$ cat config.mk
export PLATFORM = sky130hd
export DESIGN_NAME = result_writer_flat
export DESIGN_NICKNAME = d
export VERILOG_FILES = /design/src/rtl/result_writer_if.sv /design/src/rtl/result_writer.sv /design/src/flat_wrapper.sv
export SDC_FILE = /design/constraint.sdc
export NUM_CORES = 1
export LEC_CHECK = 0
export ABC_AREA = 0
export ABC_CLOCK_PERIOD_IN_PS = 4500
export CAP_MARGIN = 40
export CORE_UTILIZATION = 40
export DETAILED_ROUTE_END_ITERATION = 7
export MAX_ROUTING_LAYER = met4
export PLACE_DENSITY = 0.6
export SYNTH_ARGS = -nofsm -noshare
export SYNTH_HDL_FRONTEND = slang
export SYNTH_SLANG_ARGS = --single-unit
$ cat constraint.sdc
create_clock -name clk -period 4.5 [get_ports clk]
set_input_delay 0.675 -clock clk [delete_from_list [all_inputs] [get_ports clk]]
set_output_delay 0.675 -clock clk [all_outputs]
set_load 0.03 [all_outputs]
$ cat src/rtl/result_writer_if.sv
// result_writer_if: result handshake and output-memory write port bundle.
// slave  : the result writer (consumes results, drives the memory write port)
// master : the producer / memory side (testbench or surrounding system)
interface result_writer_if #(
  parameter int DATA_W = 8,
  parameter int ADDR_W = 14
);
  logic              in_valid;
  logic [DATA_W-1:0] in_data;
  logic              in_ready;
  logic              mem_ready;
  logic              wen;
  logic [ADDR_W-1:0] waddr;
  logic [DATA_W-1:0] wdata;

  modport slave (
    input  in_valid,
    input  in_data,
    input  mem_ready,
    output in_ready,
    output wen,
    output waddr,
    output wdata
  );

  modport master (
    output in_valid,
    output in_data,
    output mem_ready,
    input  in_ready,
    input  wen,
    input  waddr,
    input  wdata
  );
endinterface

$ cat src/rtl/result_writer.sv
// result_writer: buffers filter results in a small FIFO and writes them to the
// 128x128 output image in raster order (addr = {row, col}), then pulses done.
// Optional build macro RESULT_WRITER_BORDER_ZERO_EN: pixels on row 0/127 or
// col 0/127 are written as zero (input still consumed and counted).
//
// state   | meaning
// --------+-----------------------------------------------------------
// S_IDLE  | waiting for start; no results accepted
// S_RUN   | accepting results while the FIFO has room, writing head out
// S_DRAIN | all pixels accepted; flushing the remaining FIFO entries
// S_DONE  | single-cycle done pulse, returns to S_IDLE
module result_writer #(
  parameter int DATA_W     = 8,
  parameter int ADDR_W     = 14,
  parameter int FIFO_DEPTH = 4
) (
  input  logic                  clk,
  input  logic                  rst,
  input  logic                  start,
  result_writer_if.slave        bus,
  output logic                  busy,
  output logic                  done
);

  localparam int PTR_W = (FIFO_DEPTH > 1) ? $clog2(FIFO_DEPTH) : 1;
  localparam int CNT_W = PTR_W + 1;
  localparam logic [CNT_W-1:0] FULL_CNT = CNT_W'(FIFO_DEPTH);

  typedef enum logic [1:0] {
    S_IDLE  = 2'd0,
    S_RUN   = 2'd1,
    S_DRAIN = 2'd2,
    S_DONE  = 2'd3
  } state_t;

  state_t state_q, state_d;

  logic [DATA_W-1:0] fifo_mem_q [FIFO_DEPTH];
  logic [PTR_W-1:0]  rd_ptr_q, rd_ptr_d;
  logic [PTR_W-1:0]  wr_ptr_q, wr_ptr_d;
  logic [CNT_W-1:0]  count_q, count_d;

  // Accept / write counters wrap at the frame size; the terminal flags
  // remember that the wrap happened so a full frame is distinguishable from 0.
  logic [ADDR_W-1:0] acc_cnt_q, acc_cnt_d;
  logic [ADDR_W-1:0] wr_cnt_q, wr_cnt_d;
  logic              acc_term_q, acc_term_d;
  logic              wr_term_q, wr_term_d;

  logic              fifo_full;
  logic              fifo_empty;
  logic              active;
  logic              in_ready_c;
  logic              push;
  logic              pop;
  logic [DATA_W-1:0] head;

`ifdef RESULT_WRITER_BORDER_ZERO_EN
  localparam int COL_W = ADDR_W / 2;
  localparam int ROW_W = ADDR_W - COL_W;
  logic [ROW_W-1:0] row;
  logic [COL_W-1:0] col;
  logic             border;
`endif

  // Handshake, write strobe and output data derived from current state/FIFO.
  always_comb begin
    fifo_full  = (count_q == FULL_CNT);
    fifo_empty = (count_q == '0);
    active     = (state_q == S_RUN) || (state_q == S_DRAIN);
    // Full blocks the input even if a pop happens this cycle.
    in_ready_c = (state_q == S_RUN) && !fifo_full;
    push       = bus.in_valid && in_ready_c;
    pop        = active && !fifo_empty && bus.mem_ready;
    head       = fifo_empty ? '0 : fifo_mem_q[rd_ptr_q];

    bus.in_ready = in_ready_c;
    bus.wen      = pop;
    bus.waddr    = wr_cnt_q;
`ifdef RESULT_WRITER_BORDER_ZERO_EN
    row       = wr_cnt_q[ADDR_W-1:COL_W];
    col       = wr_cnt_q[COL_W-1:0];
    border    = (row == '0) || (row == '1) || (col == '0) || (col == '1);
    bus.wdata = border ? '0 : head;
`else
    bus.wdata = head;
`endif
    busy = active;
    done = (state_q == S_DONE);
  end

  // Next-state logic for the frame FSM and the accept/write counters.
  always_comb begin
    state_d    = state_q;
    acc_cnt_d  = acc_cnt_q;
    acc_term_d = acc_term_q;
    wr_cnt_d   = wr_cnt_q;
    wr_term_d  = wr_term_q;

    case (state_q)
      S_IDLE: begin
        if (start) begin
          state_d    = S_RUN;
          acc_cnt_d  = '0;
          acc_term_d = 1'b0;
          wr_cnt_d   = '0;
          wr_term_d  = 1'b0;
        end
      end
      S_RUN: begin
        if (push) begin
          acc_cnt_d = acc_cnt_q + 1'b1;
          if (acc_cnt_q == '1) begin
            acc_term_d = 1'b1;
            state_d    = S_DRAIN;
          end
        end
      end
      S_DRAIN: begin
        if (acc_term_q && wr_term_q && fifo_empty) begin
          state_d = S_DONE;
        end
      end
      S_DONE: begin
        state_d = S_IDLE;
      end
      default: begin
        state_d = S_IDLE;
      end
    endcase

    // pop is only possible in RUN/DRAIN, never coincident with a start.
    if (pop) begin
      wr_cnt_d = wr_cnt_q + 1'b1;
      if (wr_cnt_q == '1) begin
        wr_term_d = 1'b1;
      end
    end
  end

  // FIFO pointer and occupancy next-state.
  always_comb begin
    wr_ptr_d = wr_ptr_q;
    rd_ptr_d = rd_ptr_q;
    count_d  = count_q;
    if (push) begin
      wr_ptr_d = wr_ptr_q + 1'b1;
    end
    if (pop) begin
      rd_ptr_d = rd_ptr_q + 1'b1;
    end
    case ({push, pop})
      2'b10:   count_d = count_q + 1'b1;
      2'b01:   count_d = count_q - 1'b1;
      default: count_d = count_q;
    endcase
  end

  // FSM state register.
  always_ff @(posedge clk or posedge rst) begin
    if (rst) begin
      state_q <= S_IDLE;
    end else begin
      state_q <= state_d;
    end
  end

  // Counter and terminal-flag registers.
  always_ff @(posedge clk or posedge rst) begin
    if (rst) begin
      acc_cnt_q  <= '0;
      acc_term_q <= 1'b0;
      wr_cnt_q   <= '0;
      wr_term_q  <= 1'b0;
    end else begin
      acc_cnt_q  <= acc_cnt_d;
      acc_term_q <= acc_term_d;
      wr_cnt_q   <= wr_cnt_d;
      wr_term_q  <= wr_term_d;
    end
  end

  // FIFO control registers; reset empties the buffer and discards its data.
  always_ff @(posedge clk or posedge rst) begin
    if (rst) begin
      wr_ptr_q <= '0;
      rd_ptr_q <= '0;
      count_q  <= '0;
    end else begin
      wr_ptr_q <= wr_ptr_d;
      rd_ptr_q <= rd_ptr_d;
      count_q  <= count_d;
    end
  end

  // FIFO storage; contents are don't-care while empty, so no reset needed.
  always_ff @(posedge clk) begin
    if (push) begin
      fifo_mem_q[wr_ptr_q] <= bus.in_data;
    end
  end

endmodule
$ cat src/flat_wrapper.sv
// flat-port wrapper written by rule: the top's interface ports become plain ports
module result_writer_flat 
#(
  parameter int DATA_W     = 8,
  parameter int ADDR_W     = 14,
  parameter int FIFO_DEPTH = 4
)
  (clk, rst, start, busy, done, bus_in_valid, bus_in_data, bus_mem_ready, bus_in_ready, bus_wen, bus_waddr, bus_wdata);
  result_writer_if #(.DATA_W(DATA_W), .ADDR_W(ADDR_W)) bus_i ();
  input  logic clk;
  input  logic rst;
  input  logic start;
  output logic busy;
  output logic done;
  input wire logic [$bits(bus_i.in_valid)-1:0] bus_in_valid;
  input wire logic [$bits(bus_i.in_data)-1:0] bus_in_data;
  input wire logic [$bits(bus_i.mem_ready)-1:0] bus_mem_ready;
  output wire logic [$bits(bus_i.in_ready)-1:0] bus_in_ready;
  output wire logic [$bits(bus_i.wen)-1:0] bus_wen;
  output wire logic [$bits(bus_i.waddr)-1:0] bus_waddr;
  output wire logic [$bits(bus_i.wdata)-1:0] bus_wdata;
  assign bus_i.in_valid = bus_in_valid;
  assign bus_i.in_data = bus_in_data;
  assign bus_i.mem_ready = bus_mem_ready;
  assign bus_in_ready = bus_i.in_ready;
  assign bus_wen = bus_i.wen;
  assign bus_waddr = bus_i.waddr;
  assign bus_wdata = bus_i.wdata;
  result_writer #(.DATA_W(DATA_W), .ADDR_W(ADDR_W), .FIFO_DEPTH(FIFO_DEPTH)) u_core (.clk(clk), .rst(rst), .start(start), .bus(bus_i), .busy(busy), .done(done));
endmodule
Yosys cells after proc, flatten, opt, wreduce, memory -nomap -nowiden
Memories as Yosys holds them, arrays and structs flattened. Index checks and enable logic that the tools add are counted. W data, S select, Z words.

Bits in registers: 39. Bits in latches: 0. Memory bits (writable): 32. Memory bits (read-only): 0. Input bits: 13. Output and inout port bits: 26. Memories kept: 1.

Add/subtract/negate cells: 6. Multiply operators: 0. Div/mod/pow operators: 0. Order comparisons: 0. Eq/ne operators: 12. Shift operators: 0. Muxes and demuxes: 22. Bitwise operators: 0. Reduce and logical (&&, ||, !) cells: 19.

Memories: u_core.fifo_mem_q (depth 4, width 8, rd ports 1, clocked after memory_dff 0, write ports 1, RTL line result_writer.sv:38) `logic [DATA_W-1:0] fifo_mem_q [FIFO_DEPTH];`.

Operators with widths (number): $mux W14 (4); $add A14 B1 Y14 const B (2); $eq A14 B14 Y1 const B (2); $pmux W14 S2 (1); $mux W1 (9); $mux W2 (4); $mux W8 (1); $pmux W2 S4 (1); $reduce_and A4 Y1 (2); $reduce_bool A2 Y1 (4); $eq A2 B2 Y1 const B (3); $logic_and A1 B1 Y1 (6); $ne A2 B2 Y1 const B (3); $pmux W3 S2 (1); $add A2 B1 Y2 const B (2); $eq A2 B1 Y1 const B (2); $add A3 B1 Y3 const B (1); $eq A3 B3 Y1 const B (1); $logic_not A3 Y1 (1); $reduce_and A3 Y1 (1); $sub A3 B1 Y3 const B (1); $logic_not A1 Y1 (2); $logic_not A2 Y1 (1); $ne A2 B1 Y1 const B (1); other kinds (3) (3).

Longest topological paths before layout
Depth in word-level cells: 6. Depth in mapped cells: 12. Gate-level depth less buffers: 11.

Worst setup path before layout
No wires, ideal clock.

Path kind: flip-flop to flip-flop. Start: register u_core.state_q[0]. End: register u_core.count_q[2]. Setup time: 79 ps. Data arrival time: 2364 ps. Required time: 4421 ps. Path slack: 2057 ps. Stages on the path, launching flop included: 11. Period minus slack after synthesis: 2443 ps. Cell sequence: dfrtp_1 > inv_1 > ha_1 > o311ai_2 > clkinv_1 > ha_1 > inv_1 > fa_1 > xor2_1 > nor2_1 > xor2_1.

Longest elaborated chain between the ends: 6. Elaborated cells between the ends (all ways): 11. Classes of those cells: eq/ne: 4; mux: 1; reduce/logical: 6.

RTL lines: start: declaration (RTL line result_writer.sv:36) `state_t state_q, state_d;`; start signal: assignment (RTL line result_writer.sv:164) `state_q <= state_d;`; $eq A2 B1 Y1 or $eq A2 B2 Y1 (tied branches) (RTL line result_writer.sv:70) `active = (state_q == S_RUN) || (state_q == S_DRAIN);`; $logic_or A1 B1 Y1 (*) (RTL line result_writer.sv:70); net busy (RTL line flat_wrapper.sv:13) `output logic busy;`; $logic_and A1 B1 Y1 (*) (2 in series) (RTL line result_writer.sv:74) `pop = active && !fifo_empty && bus.mem_ready;`; net bus_wen (RTL line flat_wrapper.sv:19) `output wire logic [$bits(bus_i.wen)-1:0] bus_wen;`; $eq A2 B1 Y1 or $eq A2 B2 Y1 (tied branches) (RTL line result_writer.sv:152) `case ({push, pop})`; $pmux W3 S2 or $reduce_bool A2 Y1 (tied branches); end signal: assignment (RTL line result_writer.sv:192) `count_q <= count_d;`; end: declaration (RTL line result_writer.sv:41) `logic [CNT_W-1:0] count_q, count_d;`.

The timed path passes the listed nets; every way through them passes the cells marked *. A chain may end at the register's enable or synchronous reset.

Final worst setup path
Start: register u_core.count_q[2]. End: output port bus_wen.

Longest elaborated chain between the ends: 4.

RTL lines: $logic_not A3 Y1 (RTL line result_writer.sv:69) `fifo_empty = (count_q == '0);`; $logic_not A1 Y1 (RTL line result_writer.sv:74); $logic_and A1 B1 Y1 (2 in series) (RTL line result_writer.sv:74); end: declaration (RTL line flat_wrapper.sv:19).

Every way passes these cells.

==> impl_metrics.ini <==
[final_layout]
drive_gt1_frac = 0.116
antenna_cells = 0
area_delta_synth_final_pct = 20.7
final_area_mm2 = 0.00414
layout.nets = 339

[yosys]
synth_edf_count = 32
synth_warnings = 0
async_reset_ff_frac = 0.549
ys_ff_latch = 71
synthFlopType = dfrtp_1
netlist_instances = 272
netlist_area_mm2 = 0.00343
seq_area_frac_synth = 0.565
syn_area_per_cell_um2 = 12.6
ys_types = 59
syn_nets = 297

[routing]
viasPerCell = 5.25
drc_errors = 0
routedWlPerCell_um = 14.8
antenna_left = 0
wirelength_mm = 6.26
drt_pre_antenna_iters = 4
drt-initial-drc-count = 126
num_vias = 2225

[cts]
htreeDepth = 3
cts_setup_buffers = 0
clock_sinks = 71
cts_resized = 0
clk_latency_ns = 0.34
hold_buffers = 0
cts_buffers = 9
root_buffer = clkbuf_8
cts_tree = done
clkTransAtPathRegs_ns = 0.07
cts_buffer_depth = 2

[die]
ios = 39
start_util = 0.415
die_area_mm2 = 0.00894
rows = 33
core-area_mm2 = 0.00826
die_w_um = 94.6
die_y_um = 94.6

[sta]
setup_viol = 0
max_freq_ghz = 0.286
tightest_slew_ns = 0.895
rsz0062_at_grt = false
finalHoldViolCount = 0
drv_slew = 0
slew_headroom = 0.402
fin_setup_tns_ns = 0
min_period_ns = 3.50
min_period_over_period = 0.777
finClkSkew_ns = 0.00828

[global_route]
grt_pass1_vias = 2189
antenna_found_initial = 0
grt_max_degree = 40
grt_overflow = 0
grt_pass1_wl_mm = 10.9
groute.usage.overall = 0.168

[setup_path]
rr_worst_depth = 8
crit_type = reg2out
critical_path_required_ns = 3.83
cp_max_fo = 12
start_kind = flip-flop
cp.arrival_ns = 2.82
cp-end-kind = primary output

[placement]
placed_area_mm2 = 0.00390
gp_congestion = 0.764
port_buffers = 38
hpwlAfterDp_mm = 4.31

[job]
cap_violations = 0

[hold_path]
hold_class = reg2reg
hold_depth = 1

[pwr]
power_density_mw_per_mm2 = 593
p_leak_uw = 0.00166
peakVddDrop_mv = 0.253

[outcome]
status = complete, no violations
cell type report:
class	count	area, µm²
fillers	737	4120
flip-flops and latches	71	1940
multi-input cells	180	1400
repair buffers	39	388
clock buffers	11	131
well taps	105	131
clock inverters	5	106
inverters	13	48.8
power breakdown:
part	switching, µW	leakage [µW]	internal (µW)	total, µW
Sequential	161	0.000778	834	995
Clock	234	0.000114	370	603
Combinational	451	0.000765	403	854
Total	846	0.00166	1610	2450
path summary, 6_finish.rpt:
check / to / start / slack, ns
min reg2reg: u_core.acc_cnt_q[11]$_DFFE_PP0P_ / u_core.acc_cnt_q[11]$_DFFE_PP0P_ / 0.49
max reg2reg: u_core.count_q[2]$_DFFE_PP0P_ / u_core.count_q[2]$_DFFE_PP0P_ / 1.65
min in group asynchronous: u_core.bus.waddr[12]$_DFFE_PP0P_ / rst / 0.76
max in group asynchronous: u_core.acc_cnt_q[11]$_DFFE_PP0P_ / rst / 3.39
min: u_core.acc_cnt_q[11]$_DFFE_PP0P_ / u_core.acc_cnt_q[11]$_DFFE_PP0P_ / 0.49
max: bus_wen / u_core.count_q[2]$_DFFE_PP0P_ / 1.00
through the flow:
stage	utilization	total power, µW	hold slack (ns)	setup WS (ns)	cells
3_3_place_gp	0.472	1860	0.469	1.27	408
3_5_place_dp	0.472	1880	0.484	1.25	408
6_report	0.501	2450	0.494	1.00	424
5_1_grt	0.501	2620	0.516	0.789	424
4_1_cts	0.501	2480	0.491	1.00	424
2_1_floorplan	-	1590	0.448	2.06	272
registers in the layout, indices dropped and copies added, names as in the netlist:
name               flops
u_core.acc_cnt_q      14
u_core.acc_term_q      1
u_core.bus.waddr      14
u_core.count_q         3
u_core.fifo_mem_q     32
u_core.rd_ptr_q        2
u_core.state_q         2
u_core.wr_ptr_q        2
u_core.wr_term_q       1
synthesized netlist by cell type, types with 3 or more instances:
cell type,count,area (µm²)
a21o_1,5,37.5
a21oi_1,6,30.0
a22o_1,3,26.3
and2b_1,5,37.5
and3_1,5,31.3
and4_1,3,26.3
buf_2,4,20.0
dfrtp_1,39,976
edfxtp_1,32,961
ha_1,11,138
inv_1,12,45.0
mux2i_1,7,70.1
mux4_2,8,180
nand2_1,29,109
nand3_1,16,80.1
nand4_1,6,37.5
nor2_1,3,11.3
nor2b_1,4,25.0
nor3_1,5,25.0
o21ai_0,15,75.1
o31ai_1,7,52.6
xnor2_1,4,35.0
xor2_1,3,26.3
cells in the final DEF, fill, tap and decap left out, drive strengths merged, types with 2 or more instances in the layout:
| master | count |
|---|---|
| a21oi | 6 |
| clkdlybuf4s50 | 38 |
| ha | 11 |
| a21o | 6 |
| o31ai | 7 |
| mux2 | 2 |
| o211ai | 2 |
| nor2b | 4 |
| nand2 | 30 |
| and4 | 4 |
| mux2i | 7 |
| bufinv | 3 |
| clkbuf | 11 |
| dfrtp | 39 |
| a22o | 4 |
| mux4 | 8 |
| nand4 | 6 |
| or3 | 2 |
| xor2 | 3 |
| and2 | 4 |
| nor2 | 3 |
| nand2b | 2 |
| and2b | 5 |
| xnor2 | 4 |
| o21ai | 15 |
| nor3 | 7 |
| nand3 | 17 |
| inv | 12 |
| edfxtp | 32 |
| clkinv | 2 |
| and3 | 6 |
metal layers:
| layer | GRT usage | vias to the layer above | wire length, µm |
|---|---|---|---|
| met3 | 0.0338 | 12 | 187 |
| met5 | - | - | 0 |
| li1 | - | 1095 | - |
| met4 | 0.0758 | 0 | 123 |
| met2 | 0.254 | 32 | 2990 |
| met1 | 0.220 | 1086 | 2960 |
cell families after synthesis:
kind of cell | share of synthesized area
adder cells (fa/ha/maj) | 0.0460
AND/OR/NAND/NOR | 0.166
flip-flops | 0.565
multiplexers | 0.0796
buffers and inverters | 0.0277
XOR/XNOR | 0.0179
AO/OA/AOI/OAI | 0.0979
worst max-delay path, stage by stage (launching register included):
cell	delay, ns
dfrtp_1	0.45
o311ai_2	0.82
clkinv_1	0.50
clkdlybuf4s50_1	0.71
Power figures use the tool's default switching activity.
